==> config.mk <==
export PLATFORM = sky130hd
export DESIGN_NAME = ddr_refresh_scheduler_flat
export DESIGN_NICKNAME = d
export VERILOG_FILES = /design/src/rtl/ddr_refresh_scheduler_if.sv /design/src/rtl/ddr_refresh_scheduler.sv /design/src/flat_wrapper.sv
export SDC_FILE = /design/constraint.sdc
export NUM_CORES = 1
export LEC_CHECK = 0
export CAP_MARGIN = 40
export CORE_ASPECT_RATIO = 0.9
export CORE_MARGIN = 3
export CORE_UTILIZATION = 35
export DETAILED_ROUTE_END_ITERATION = 10
export PLACE_DENSITY = 0.63
export SETUP_SLACK_MARGIN = 0.05
export SLEW_MARGIN = 20
export SYNTH_ARGS = -nofsm -noshare
export SYNTH_HDL_FRONTEND = slang
export SYNTH_SLANG_ARGS = --single-unit
export TNS_END_PERCENT = 1
==> constraint.sdc <==
create_clock -name clock_t -period 6.8 [get_ports clock_t]
set_clock_uncertainty 0.2 [all_clocks]
set_input_delay 1.36 -clock clock_t [delete_from_list [all_inputs] [get_ports clock_t]]
set_output_delay 1.36 -clock clock_t [all_outputs]
set_load 0.02 [all_outputs]
==> src/rtl/ddr_refresh_scheduler_if.sv <==
`timescale 1ns/1ps
`default_nettype none
//==============================================================================
// ddr_refresh_scheduler_if: controller <-> refresh scheduler handshake bundle
// Revision: 1.0
//==============================================================================
interface ddr_refresh_scheduler_if #(
  parameter int MAX_POSTPONE = 8
);
  localparam int CW = $clog2(MAX_POSTPONE + 1);

  logic          enable;
  logic          rw_idle;
  logic          refresh_req;
  logic          refresh_urgent;
  logic          ref_cmd;
  logic          refresh_active;
  logic          refresh_done;
  logic [CW-1:0] credits;
  logic          ref_overflow;

  modport master (
    output enable,
    output rw_idle,
    input  refresh_req,
    input  refresh_urgent,
    input  ref_cmd,
    input  refresh_active,
    input  refresh_done,
    input  credits,
    input  ref_overflow
  );

  modport slave (
    input  enable,
    input  rw_idle,
    output refresh_req,
    output refresh_urgent,
    output ref_cmd,
    output refresh_active,
    output refresh_done,
    output credits,
    output ref_overflow
  );
endinterface
`default_nettype wire

==> src/rtl/ddr_refresh_scheduler.sv <==
`timescale 1ns/1ps
`default_nettype none
//==============================================================================
// ddr_refresh_scheduler: DDR4 tREFI/tRFC auto-refresh scheduler with credits
// Revision: 1.0
//==============================================================================
module ddr_refresh_scheduler #(
  parameter int T_REFI       = 7800,
  parameter int T_RFC        = 350,
  parameter int MAX_POSTPONE = 8,
  parameter int URGENT_LVL   = 6
) (
  input  logic                    clock_t,
  input  logic                    reset_n,
  ddr_refresh_scheduler_if.slave  ctl
);

  localparam int CW = $clog2(MAX_POSTPONE + 1);
  localparam int IW = $clog2(T_REFI);
  localparam int RW = $clog2(T_RFC);

  localparam logic [IW-1:0] C_REFI_LAST = IW'(T_REFI - 1);
  localparam logic [RW-1:0] C_RFC_LAST  = RW'(T_RFC - 2);
  localparam logic [CW-1:0] C_CMAX      = CW'(MAX_POSTPONE);
  localparam logic [CW-1:0] C_CURG      = CW'(URGENT_LVL);

  typedef enum logic [1:0] {
    S_OFF   = 2'd0,
    S_WAIT  = 2'd1,
    S_ISSUE = 2'd2,
    S_RFC   = 2'd3
  } state_t;

  state_t        state;
  state_t        state_nxt;
  logic [IW-1:0] refi_cnt;
  logic [RW-1:0] rfc_cnt;
  logic [CW-1:0] credits;
  logic          overflow;
  logic          tick;
  logic          ref_cmd;
  logic          rfc_last;

  assign tick     = ctl.enable && (refi_cnt == C_REFI_LAST);
  assign ref_cmd  = (state == S_ISSUE);
  assign rfc_last = (state == S_RFC) && (rfc_cnt == C_RFC_LAST);

  always_ff @(posedge clock_t or negedge reset_n) begin
    if (!reset_n) begin
      refi_cnt <= '0;
    end else if (!ctl.enable || tick) begin
      refi_cnt <= '0;
    end else begin
      refi_cnt <= refi_cnt + IW'(1);
    end
  end

  // A REF issued in the same cycle as a tick cancels the tick's new credit.
  always_ff @(posedge clock_t or negedge reset_n) begin
    if (!reset_n) begin
      credits  <= '0;
      overflow <= 1'b0;
    end else begin
      if (tick && (credits == C_CMAX)) begin
        overflow <= 1'b1;
      end
      if (!ctl.enable) begin
        credits <= '0;
      end else if (tick && !ref_cmd) begin
        if (credits != C_CMAX) begin
          credits <= credits + CW'(1);
        end
      end else if (ref_cmd && !tick) begin
        credits <= credits - CW'(1);
      end
    end
  end

  always_ff @(posedge clock_t or negedge reset_n) begin
    if (!reset_n) begin
      rfc_cnt <= '0;
    end else if (state == S_ISSUE) begin
      rfc_cnt <= '0;
    end else if (state == S_RFC) begin
      rfc_cnt <= rfc_cnt + RW'(1);
    end
  end

  always_ff @(posedge clock_t or negedge reset_n) begin
    if (!reset_n) begin
      state <= S_OFF;
    end else begin
      state <= state_nxt;
    end
  end

  // An issued REF always runs its full tRFC, even if enable drops meanwhile.
  always_comb begin
    state_nxt = state;
    case (state)
      S_OFF: begin
        if (ctl.enable) state_nxt = S_WAIT;
      end
      S_WAIT: begin
        if (!ctl.enable)                              state_nxt = S_OFF;
        else if ((credits != '0) && ctl.rw_idle)      state_nxt = S_ISSUE;
      end
      S_ISSUE: begin
        state_nxt = S_RFC;
      end
      S_RFC: begin
        if (rfc_last) state_nxt = ctl.enable ? S_WAIT : S_OFF;
      end
      default: begin
        state_nxt = S_OFF;
      end
    endcase
  end

  assign ctl.refresh_req    = (credits != '0);
  assign ctl.refresh_urgent = (credits >= C_CURG);
  assign ctl.ref_cmd        = ref_cmd;
  assign ctl.refresh_active = (state == S_ISSUE) || (state == S_RFC);
  assign ctl.refresh_done   = rfc_last;
  assign ctl.credits        = credits;
  assign ctl.ref_overflow   = overflow;

endmodule
`default_nettype wire

==> src/flat_wrapper.sv <==
// flat-port wrapper written by rule: the top's interface ports become plain ports
module ddr_refresh_scheduler_flat 
#(
  parameter int T_REFI       = 7800,
  parameter int T_RFC        = 350,
  parameter int MAX_POSTPONE = 8,
  parameter int URGENT_LVL   = 6
)
  (clock_t, reset_n, ctl_enable, ctl_rw_idle, ctl_refresh_req, ctl_refresh_urgent, ctl_ref_cmd, ctl_refresh_active, ctl_refresh_done, ctl_credits, ctl_ref_overflow);
  ddr_refresh_scheduler_if #(.MAX_POSTPONE(MAX_POSTPONE)) ctl_i ();
  input  logic clock_t;
  input  logic reset_n;
  input wire logic [$bits(ctl_i.enable)-1:0] ctl_enable;
  input wire logic [$bits(ctl_i.rw_idle)-1:0] ctl_rw_idle;
  output wire logic [$bits(ctl_i.refresh_req)-1:0] ctl_refresh_req;
  output wire logic [$bits(ctl_i.refresh_urgent)-1:0] ctl_refresh_urgent;
  output wire logic [$bits(ctl_i.ref_cmd)-1:0] ctl_ref_cmd;
  output wire logic [$bits(ctl_i.refresh_active)-1:0] ctl_refresh_active;
  output wire logic [$bits(ctl_i.refresh_done)-1:0] ctl_refresh_done;
  output wire logic [$bits(ctl_i.credits)-1:0] ctl_credits;
  output wire logic [$bits(ctl_i.ref_overflow)-1:0] ctl_ref_overflow;
  assign ctl_i.enable = ctl_enable;
  assign ctl_i.rw_idle = ctl_rw_idle;
  assign ctl_refresh_req = ctl_i.refresh_req;
  assign ctl_refresh_urgent = ctl_i.refresh_urgent;
  assign ctl_ref_cmd = ctl_i.ref_cmd;
  assign ctl_refresh_active = ctl_i.refresh_active;
  assign ctl_refresh_done = ctl_i.refresh_done;
  assign ctl_credits = ctl_i.credits;
  assign ctl_ref_overflow = ctl_i.ref_overflow;
  ddr_refresh_scheduler #(.T_REFI(T_REFI), .T_RFC(T_RFC), .MAX_POSTPONE(MAX_POSTPONE), .URGENT_LVL(URGENT_LVL)) u_core (.clock_t(clock_t), .reset_n(reset_n), .ctl(ctl_i));
endmodule
==> Word level (Yosys, flattened, before mapping) <==
Cells that the tools add are included.
Widths: inputs -> output; s select.
{ "word_totals": {"reg_bits": 29, "inputBits": 4, "output_inout_bits": 10, "elab_cells": 51} }
{ "classes": {"n_addsub": 4, "order_cmp": 1, "n_eq_ne": 12, "muxes": 13, "n_reduce_logical": 16} }
{ "op_table": {"columns": ["operator", "n"], "rows": [
  ["$mux 9", 2],
  ["$mux 4", 4],
  ["$add 13x1->13 const B", 1],
  ["$eq 13x13->1 const B", 1],
  ["$mux 13", 1],
  ["$add 9x1->9 const B", 1],
  ["$eq 9x9->1 const B", 1],
  ["$mux 2", 4],
  ["$pmux 2 s4", 1],
  ["$logic_and 1x1->1", 6],
  ["$add 4x1->4 const B", 1],
  ["$eq 2x2->1 const B", 2],
  ["$eq 4x4->1 const B", 1],
  ["$ge 4x3->1 const B", 1],
  ["$ne 2x2->1 const B", 2],
  ["$ne 4x4->1 const B", 1],
  ["$reduce_bool 4->1", 1],
  ["$sub 4x1->4 const B", 1],
  ["$logic_not 1->1", 3],
  ["$ne 3x1->1 const B", 1],
  ["$ne 3x2->1 const B", 1],
  ["$ne 3x3->1 const B", 1],
  ["$reduce_and 3->1", 1],
  ["$eq 2x1->1 const B", 1],
  ["other kinds (5)", 6]
]} }

==> Longest topological paths before layout <==
Gate-level depths: netlist of run 1.
{ "logic_depth": {"ltp_word": 7, "depth_mapped": 10, "depth_no_buf": 10} }

==> Least setup slack after synthesis of run 1 <==
Ideal clock, no wire load.
{ "synth_timing": {"kind": "in2reg", "startpoint": "input ctl_enable", "endpoint": "register u_core.credits[3], in the netlist u_core.ctl.credits[3]", "setup_ns": 0.079, "arrival_time_ns": 2.759, "t_required_ns": 6.521, "path_slack_ns": 3.762, "cell_stages": 8, "n_path_buf": 1, "path_cell_list": "clkbuf_1 nand3_1 ha_1 a21o_1 a21oi_1 nor3b_1 a21oi_1 mux2i_1"} }
{ "synth_via": {"elab_chain_cells": 5, "elab_cells_between_ends": 9, "cone_classes": "eq/ne (2); mux (2); reduce/logical (5)"} }
{ "synth_lines": {"columns": ["element", "line", "rtl"], "rows": [
  ["start, declared", "flat_wrapper.sv:13", "input wire logic [$bits(ctl_i.enable)-1:0] ctl_enable;"],
  ["$logic_and 1x1->1", "ddr_refresh_scheduler.sv:44", "assign tick = ctl.enable && (refi_cnt == C_REFI_LAST);"],
  ["$logic_not 1->1", "ddr_refresh_scheduler.sv:73", "end else if (ref_cmd && !tick) begin"],
  ["$logic_and 1x1->1", "ddr_refresh_scheduler.sv:73", null],
  ["$ne 3x1->1 (no line)", null, null],
  ["$reduce_and 2->1 (no line)", null, null],
  ["end signal, assigned", "ddr_refresh_scheduler.sv:71", "credits <= credits + CW'(1);"],
  ["end signal, assigned", "ddr_refresh_scheduler.sv:74", "credits <= credits - CW'(1);"],
  ["end, declared", "ddr_refresh_scheduler.sv:38", "logic [CW-1:0] credits;"]
]} }
Several ways; a longest one is shown, not always the timed one.
A chain may end at the register's enable or synchronous reset.

==> Final worst setup path of run 1 <==
{ "layout_timing": {"startpoint": "register u_core.rfc_cnt[0]", "endpoint": "output ctl_refresh_done"} }
{ "layout_via": {"elab_chain_cells": 2} }
{ "layout_lines": {"columns": ["element", "line", "rtl"], "rows": [
  ["start, declared", "ddr_refresh_scheduler.sv:37", "logic [RW-1:0] rfc_cnt;"],
  ["start signal, assigned", "ddr_refresh_scheduler.sv:85", "rfc_cnt <= rfc_cnt + RW'(1);"],
  ["$eq 9x9->1", "ddr_refresh_scheduler.sv:46", "assign rfc_last = (state == S_RFC) && (rfc_cnt == C_RFC_LAST);"],
  ["$logic_and 1x1->1", "ddr_refresh_scheduler.sv:46", null],
  ["end, declared", "flat_wrapper.sv:19", "output wire logic [$bits(ctl_i.refresh_done)-1:0] ctl_refresh_done;"]
]} }
Every way passes these cells.

==> results of run 1 <==
==> cell usage after synthesis, types with 4 or more instances <==
cell type | n | area [sq um]
dfrtp_1 | 29 | 726
nor2_1 | 22 | 82.6
nand3_1 | 16 | 80.1
inv_1 | 11 | 41.3
nand2_1 | 11 | 41.3
xor2_1 | 9 | 78.8
xnor2_1 | 7 | 61.3
ha_1 | 5 | 62.6
o21ai_0 | 5 | 25.0
nand2b_1 | 4 | 25.0
==> final timing paths <==
path                                                  endpoint  slack, ns  depth (start not counted)
setup / recovery                              ctl_refresh_done       3.17                          7
hold / removal             u_core.ctl.ref_overflow$_DFFE_PN0P_       0.26                          1
setup reg to reg             u_core.ctl.credits[3]$_DFFE_PN0P_       3.93                         10
hold reg to reg            u_core.ctl.ref_overflow$_DFFE_PN0P_       0.26                          1
max in group asynchronous         u_core.refi_cnt[1]$_DFF_PN0_       4.87                          2
min in group asynchronous         u_core.refi_cnt[9]$_DFF_PN0_       1.26                          2
==> worst max-delay path, cell delays in order (launching register included) <==
cell	delay, ns
dfrtp_1	0.42
inv_1	0.11
ha_1	0.16
nand2_1	0.05
nor3_1	0.20
nand3_1	0.11
nor2_1	0.12
clkdlybuf4s50_1	0.61
==> power by group through the flow <==
stage | clock network [mW] | logic (mW) | registers, mW
after global routing | 0.154 | 0.284 | 0.269
final | 0.140 | 0.253 | 0.262
after floorplan | 0 | 0.175 | 0.252
after detailed placement | 0 | 0.254 | 0.263
after global placement | 0 | 0.245 | 0.261
after CTS | 0.146 | 0.256 | 0.261
==> logic make-up (layout without fill, tap and decap cells) <==
logic type | Yosys count | in the layout | share of synthesized area (%)
and+or+nand+nor | 74 | 74 | 24.8
DFF | 29 | 29 | 45.7
AOI/OAI and AO/OA | 19 | 19 | 8.51
xor gates and xnor gates | 16 | 16 | 8.83
buffers and inverters | 16 | 33 | 4.18
adders and majority gates | 6 | 6 | 5.20
muxes | 4 | 4 | 2.76
==> final cells by class <==
cell class / count / share of cell area (%)
sequential: 29 / 39.0
multi-input combinational: 119 / 42.7
inverter: 11 / 2.22
tap: 60 / 4.03
clock inverter: 3 / 0.941
clock buffer: 5 / 3.70
timing repair buffer: 14 / 7.39
==> state kept, by name (all words and copies together) (netlist names), named ones only <==
name	flops
u_core.refi_cnt	13
u_core.rfc_cnt	9
u_core.ctl.credits	4
u_core.ctl.ref_overflow	1
u_core.state	1
==> metrics by stage <==
stage	std cells	util (%)	hold slack (ns)	instance area [sq um]
final	241	44.2	0.261	1860
after global routing	241	44.2	0.280	1860
after CTS	241	44.2	0.266	1860
after detailed placement	233	42.2	0.248	1780
after global placement	233	42.2	0.245	1780
after floorplan	164	-	0.286	1590
==> per-layer routing <==
layer / part of all wire, % / track usage, % / vias to the layer above
met5: 0 / 0 / -
li1: - / - / 593
met1: 50 / 16.9 / 574
met4: 2.3 / 7.11 / 0
met3: 3.7 / 4.25 / 7
met2: 44 / 19.3 / 20
==> run metrics, run 1 <==
Antenna Nets Post-Route 0; Starting Density 37.7%; Storage cell area 726 sq um; Setup WS post-layout 3.17 ns; post-CTS resize count 0; RSZ-0062 raised after global routing no; die height 69.9 microns; PwrDens 352 nW/um^2; Max Slew Vio Count 0; Critical Path AT 2.07 ns; Max VDD drop 180 uV; Syn-to-layout area delta 17.3%; syn_nets 174; Nets 190; Detailed Route WL 3170 microns; f_max 276 MHz; clk buf depth 2; Total Die Area 5380 sq um; worst reg2reg path startpoint u_core.refi_cnt[0]$_DFF_PN0_; Final HPWL DP 2220 microns; status complete, no violations; Rel. slew slack 70.6%; Num CTS Buffers 5; first-pass GRT wire length 5600 microns; Die X 77.0 microns; WS Path Type reg -> out; FFs w/ async S/R, synth 100%; clock share of power 21.4%; Post-Syn Area 1590 sq um; flops & latches, synth 29; ant diodes 0; share of cells above drive strength 1 8.29%; sequential share of the synthesized area 45.7%; switching share of total power 39.2%; DR WL/cell 13.2 microns; vias per inst 4.95; number of global-route vias before repair 1,234; worst hold start u_core.ctl.ref_overflow$_DFFE_PN0P_; pre-CTS setup slack 3.11 ns; number of post-CTS setup repair buffers 0; Logic pwr share 38.7%; CTS tree done; total power draw 0.655 mW; CTS clk-pin slew, worst paths 0.07 ns; Critical Path Start u_core.rfc_cnt[0]$_DFFE_PN0P_; slew at the pin with the worst max-slew slack 0.441 ns; Core ar. 4210 sq um; H-Tree Depth 2; clock tree root buffer cell clkbuf_8; Multi-input gate area 796 sq um; top fanout value on the critical path 4; row count 22; initial antenna violation count 0; Synth Instances 164; Fin Setup TNS 0 ns; Pleak 0.887 nW; CP Launch Type flop; GRT Total Usage 13.1%; Fill cells 418; total grt overflow 0; clock latency on the worst-skew pair 0.29 ns; Port-buffer cells 13; via count 1,194; YS warnings 0; most frequent cells in the layout 29 x dfrtp_1, 22 x nor2_1, 16 x nand3_1; CP required 5.24 ns; hold buffers post-CTS 0; DRT Pass-1 Iters 4; Tcrit/Tclk final 53.3%; Post-synth top flop dfrtp_1; Initial DRC Count 103; Final Hold Fails 0; count of final setup violators 0; Setup crit end kind primary output; most common cell after layout, fill and taps aside dfrtp_1; Num Clock Sinks 29; Sequential Power Share 40.0%; EDFF count, synth 0; Avg Cell Area, Syn 9.68 sq um; DRC errors left 0; Switch Pwr 0.257 mW; GP Congestion 0.848; internal power 0.398 mW; distinct cell type count after synthesis 37; worst hold path type reg -> reg; largest net degree at the start of global routing 30; IO Count 14; max_cap viols 0; fin crit period 3.63 ns
Note: power is estimated with default switching activity, not from simulation.
==> run 2, diff against run 1 <==
--- a/config.mk
+++ b/config.mk
@@ -10,7 +10,7 @@
 export CORE_MARGIN = 3
 export CORE_UTILIZATION = 35
 export DETAILED_ROUTE_END_ITERATION = 10
-export PLACE_DENSITY = 0.63
+export PLACE_DENSITY = 0.65
 export SETUP_SLACK_MARGIN = 0.05
 export SLEW_MARGIN = 20
 export SYNTH_ARGS = -nofsm -noshare
==> constraint.sdc (replaced) <==
create_clock -name clock_t -period 2.9 [get_ports clock_t]
set_clock_uncertainty 0.2 [all_clocks]
set_input_delay 0.58 -clock clock_t [delete_from_list [all_inputs] [get_ports clock_t]]
set_output_delay 0.58 -clock clock_t [all_outputs]
set_load 0.02 [all_outputs]
==> run metrics, run 2 (same netlist as run 1, synthesis figures left out) <==
CP Launch Type flop; first-pass GRT wire length 5470 microns (-2.3%); R2R cell count 9 (-1); PwrDens 811 nW/um^2 (+130%); Num Clock Sinks 29 (unchanged); Fin Setup TNS 0 ns (unchanged); most common cell after layout, fill and taps aside dfrtp_1; hold buffers post-CTS 0 (unchanged); Largest regs u_core.refi_cnt x13, u_core.rfc_cnt x9, u_core.ctl.credits x4; f_max 369 MHz; delay-heaviest family, CP buffers and inverters; Hold Path Depth 1 (unchanged); Logic pwr share 41.1% (+2.4 points); DRC errors left 0 (unchanged); most frequent cells in the layout 27 x dfrtp_1, 22 x nor2_1, 16 x nand3_1; share of cells above drive strength 1 11.4% (+3.1 points); Syn-to-layout area delta 20.4%; status complete, no violations; Pleak 0.906 nW (+2.2%); Switch Pwr 0.578 mW (+130%); count of final setup violators 0 (unchanged); Initial DRC Count 86 (-17%); top fanout value on the critical path 4 (unchanged); Starting Density 37.7% (unchanged); max_cap viols 0 (unchanged); DRT Pass-1 Iters 4 (unchanged); initial antenna violation count 0 (unchanged); Die X 77.0 microns (unchanged); Min Hold Slack 0.259 ns (-0.00136 ns); Rel. slew slack 69.6% (-1.0 points); CP required 2.12 ns (-3.12 ns); via count 1,166 (-2.3%); die height 69.9 microns (unchanged); DR WL/cell 12.3 microns (-6.9%); Core ar. 4210 sq um (unchanged); total grt overflow 0 (unchanged); Detailed Route WL 2990 microns (-5.7%); Port-buffer cells 13 (unchanged); CP Cell Sequence inv_1 > ha_1 > nand2_1 > nor3_2 > nand3_1 > nor2_1 > clkdlybuf4s50_1; total power draw 1.55 mW (+140%); slew at the pin with the worst max-slew slack 0.456 ns (+0.0150 ns); Setup crit end kind primary output; IO Count 14 (unchanged); CP max-delay cell clkdlybuf4s50_1; Critical Path AT 1.93 ns (-0.14 ns); clock tree root buffer cell clkbuf_8; RSZ-0062 raised after global routing yes; fin crit period 2.71 ns; Final HPWL DP 2090 microns (-5.9%); Antenna Nets Post-Route 0 (unchanged); Sequential Power Share 37.7% (-2.3 points); GRT Total Usage 12.7% (-0.37 points); row count 22 (unchanged); max reg flops 13 (unchanged); Nets 194 (+2.1%); WP buf/inv 2 (unchanged); switching share of total power 37.3% (-1.9 points); WS Path Type reg -> out; Max VDD drop 445 uV (+150%); ant diodes 0 (unchanged); Final Hold Fails 0 (unchanged); CTS clk-pin slew, worst paths 0.06 ns (about the same); vias per inst 4.78 (-3.5%); Num CTS Buffers 5 (unchanged); largest net degree at the start of global routing 30 (unchanged); worst hold path type reg -> reg; Max Slew Vio Count 0 (unchanged); slowest stage delay, CP 0.60 ns (about the same); clock share of power 21.2% (-0.2 points); CTS tree done; GP Congestion 0.762 (-10%); clock latency on the worst-skew pair 0.28 ns (about the same); number of global-route vias before repair 1,162 (-5.8%); critical path depth in cells 7 (unchanged); H-Tree Depth 2 (unchanged); Total Die Area 5380 sq um (unchanged); clk buf depth 2 (unchanged); Tcrit/Tclk final 93.4%; internal power 0.973 mW (+140%); Most flops, register u_core.refi_cnt
## run 2: cell types whose count changed in the layout (fill, tap and decap cells not counted), moves of 2 or more
cell / delta
buf_4: +4
dfrtp_1: -2
dfrtp_2: +2
clkinv_2: -2
## run 2: worst paths after layout
check                                                    startpoint                                  end  slack [ns]
worst max-delay path                  u_core.rfc_cnt[0]$_DFFE_PN0P_                     ctl_refresh_done        0.19
worst min-delay path            u_core.ctl.ref_overflow$_DFFE_PN0P_  u_core.ctl.ref_overflow$_DFFE_PN0P_        0.26
worst max register to register         u_core.refi_cnt[7]$_DFF_PN0_    u_core.ctl.credits[3]$_DFFE_PN0P_        0.36
worst min register to register  u_core.ctl.ref_overflow$_DFFE_PN0P_  u_core.ctl.ref_overflow$_DFFE_PN0P_        0.26
max in group asynchronous                                   reset_n         u_core.refi_cnt[0]$_DFF_PN0_        1.71
min in group asynchronous                                   reset_n         u_core.refi_cnt[2]$_DFF_PN0_        0.49
## run 2: layout make-up
cell class	instances	area, sq um
inverter	11	41.3
timing repair buffer	18	168
tap	60	75.1
multi-input combinational	119	813
clock buffer	7	86.3
fill	420	2300
sequential	29	728
## run 2: timing repair
item | in CTS | in global routing
setup endpoints to repair | 0 | 2
buffers inserted | 0 | 0
resized for setup | 0 | 5
## run 2: per-stage QoR
step	cells	area [sq um]	worst slack (ns)	utilization (%)
3_3_place_gp	237	1810	0.224	42.9
5_1_grt	244	1910	0.0347	45.4
4_1_cts	244	1890	0.127	44.9
6_report	244	1910	0.192	45.4
2_1_floorplan	164	1590	0.436	-
3_5_place_dp	237	1810	0.196	42.9
## run 2: layer usage
metal	part of all wire [%]	GRT usage [%]	vias up
li1	-	-	603
met1	53	18.4	544
met2	42	17.8	19
met3	4.7	4.90	0
met4	0	2.96	0
met5	0	0	-
## run 2: power by group through the flow
stage	combinational (mW)	sequential (mW)	clock, mW
floorplan	0.411	0.592	0
global route	0.723	0.600	0.361
finish	0.637	0.585	0.329
global placement	0.631	0.588	0
detailed placement	0.638	0.590	0
CTS	0.643	0.582	0.344
==> run 3, diff against run 2 <==
--- a/config.mk
+++ b/config.mk
@@ -10,9 +10,11 @@
 export CORE_MARGIN = 3
 export CORE_UTILIZATION = 35
 export DETAILED_ROUTE_END_ITERATION = 10
+export GPL_ROUTABILITY_DRIVEN = 0
 export PLACE_DENSITY = 0.65
 export SETUP_SLACK_MARGIN = 0.05
-export SLEW_MARGIN = 20
+export SKIP_LAST_GASP = 1
+export SLEW_MARGIN = 5
 export SYNTH_ARGS = -nofsm -noshare
 export SYNTH_HDL_FRONTEND = slang
 export SYNTH_SLANG_ARGS = --single-unit
==> results of run 3 <==
The final DEF is identical to that of run 2; final timing and power are the same.
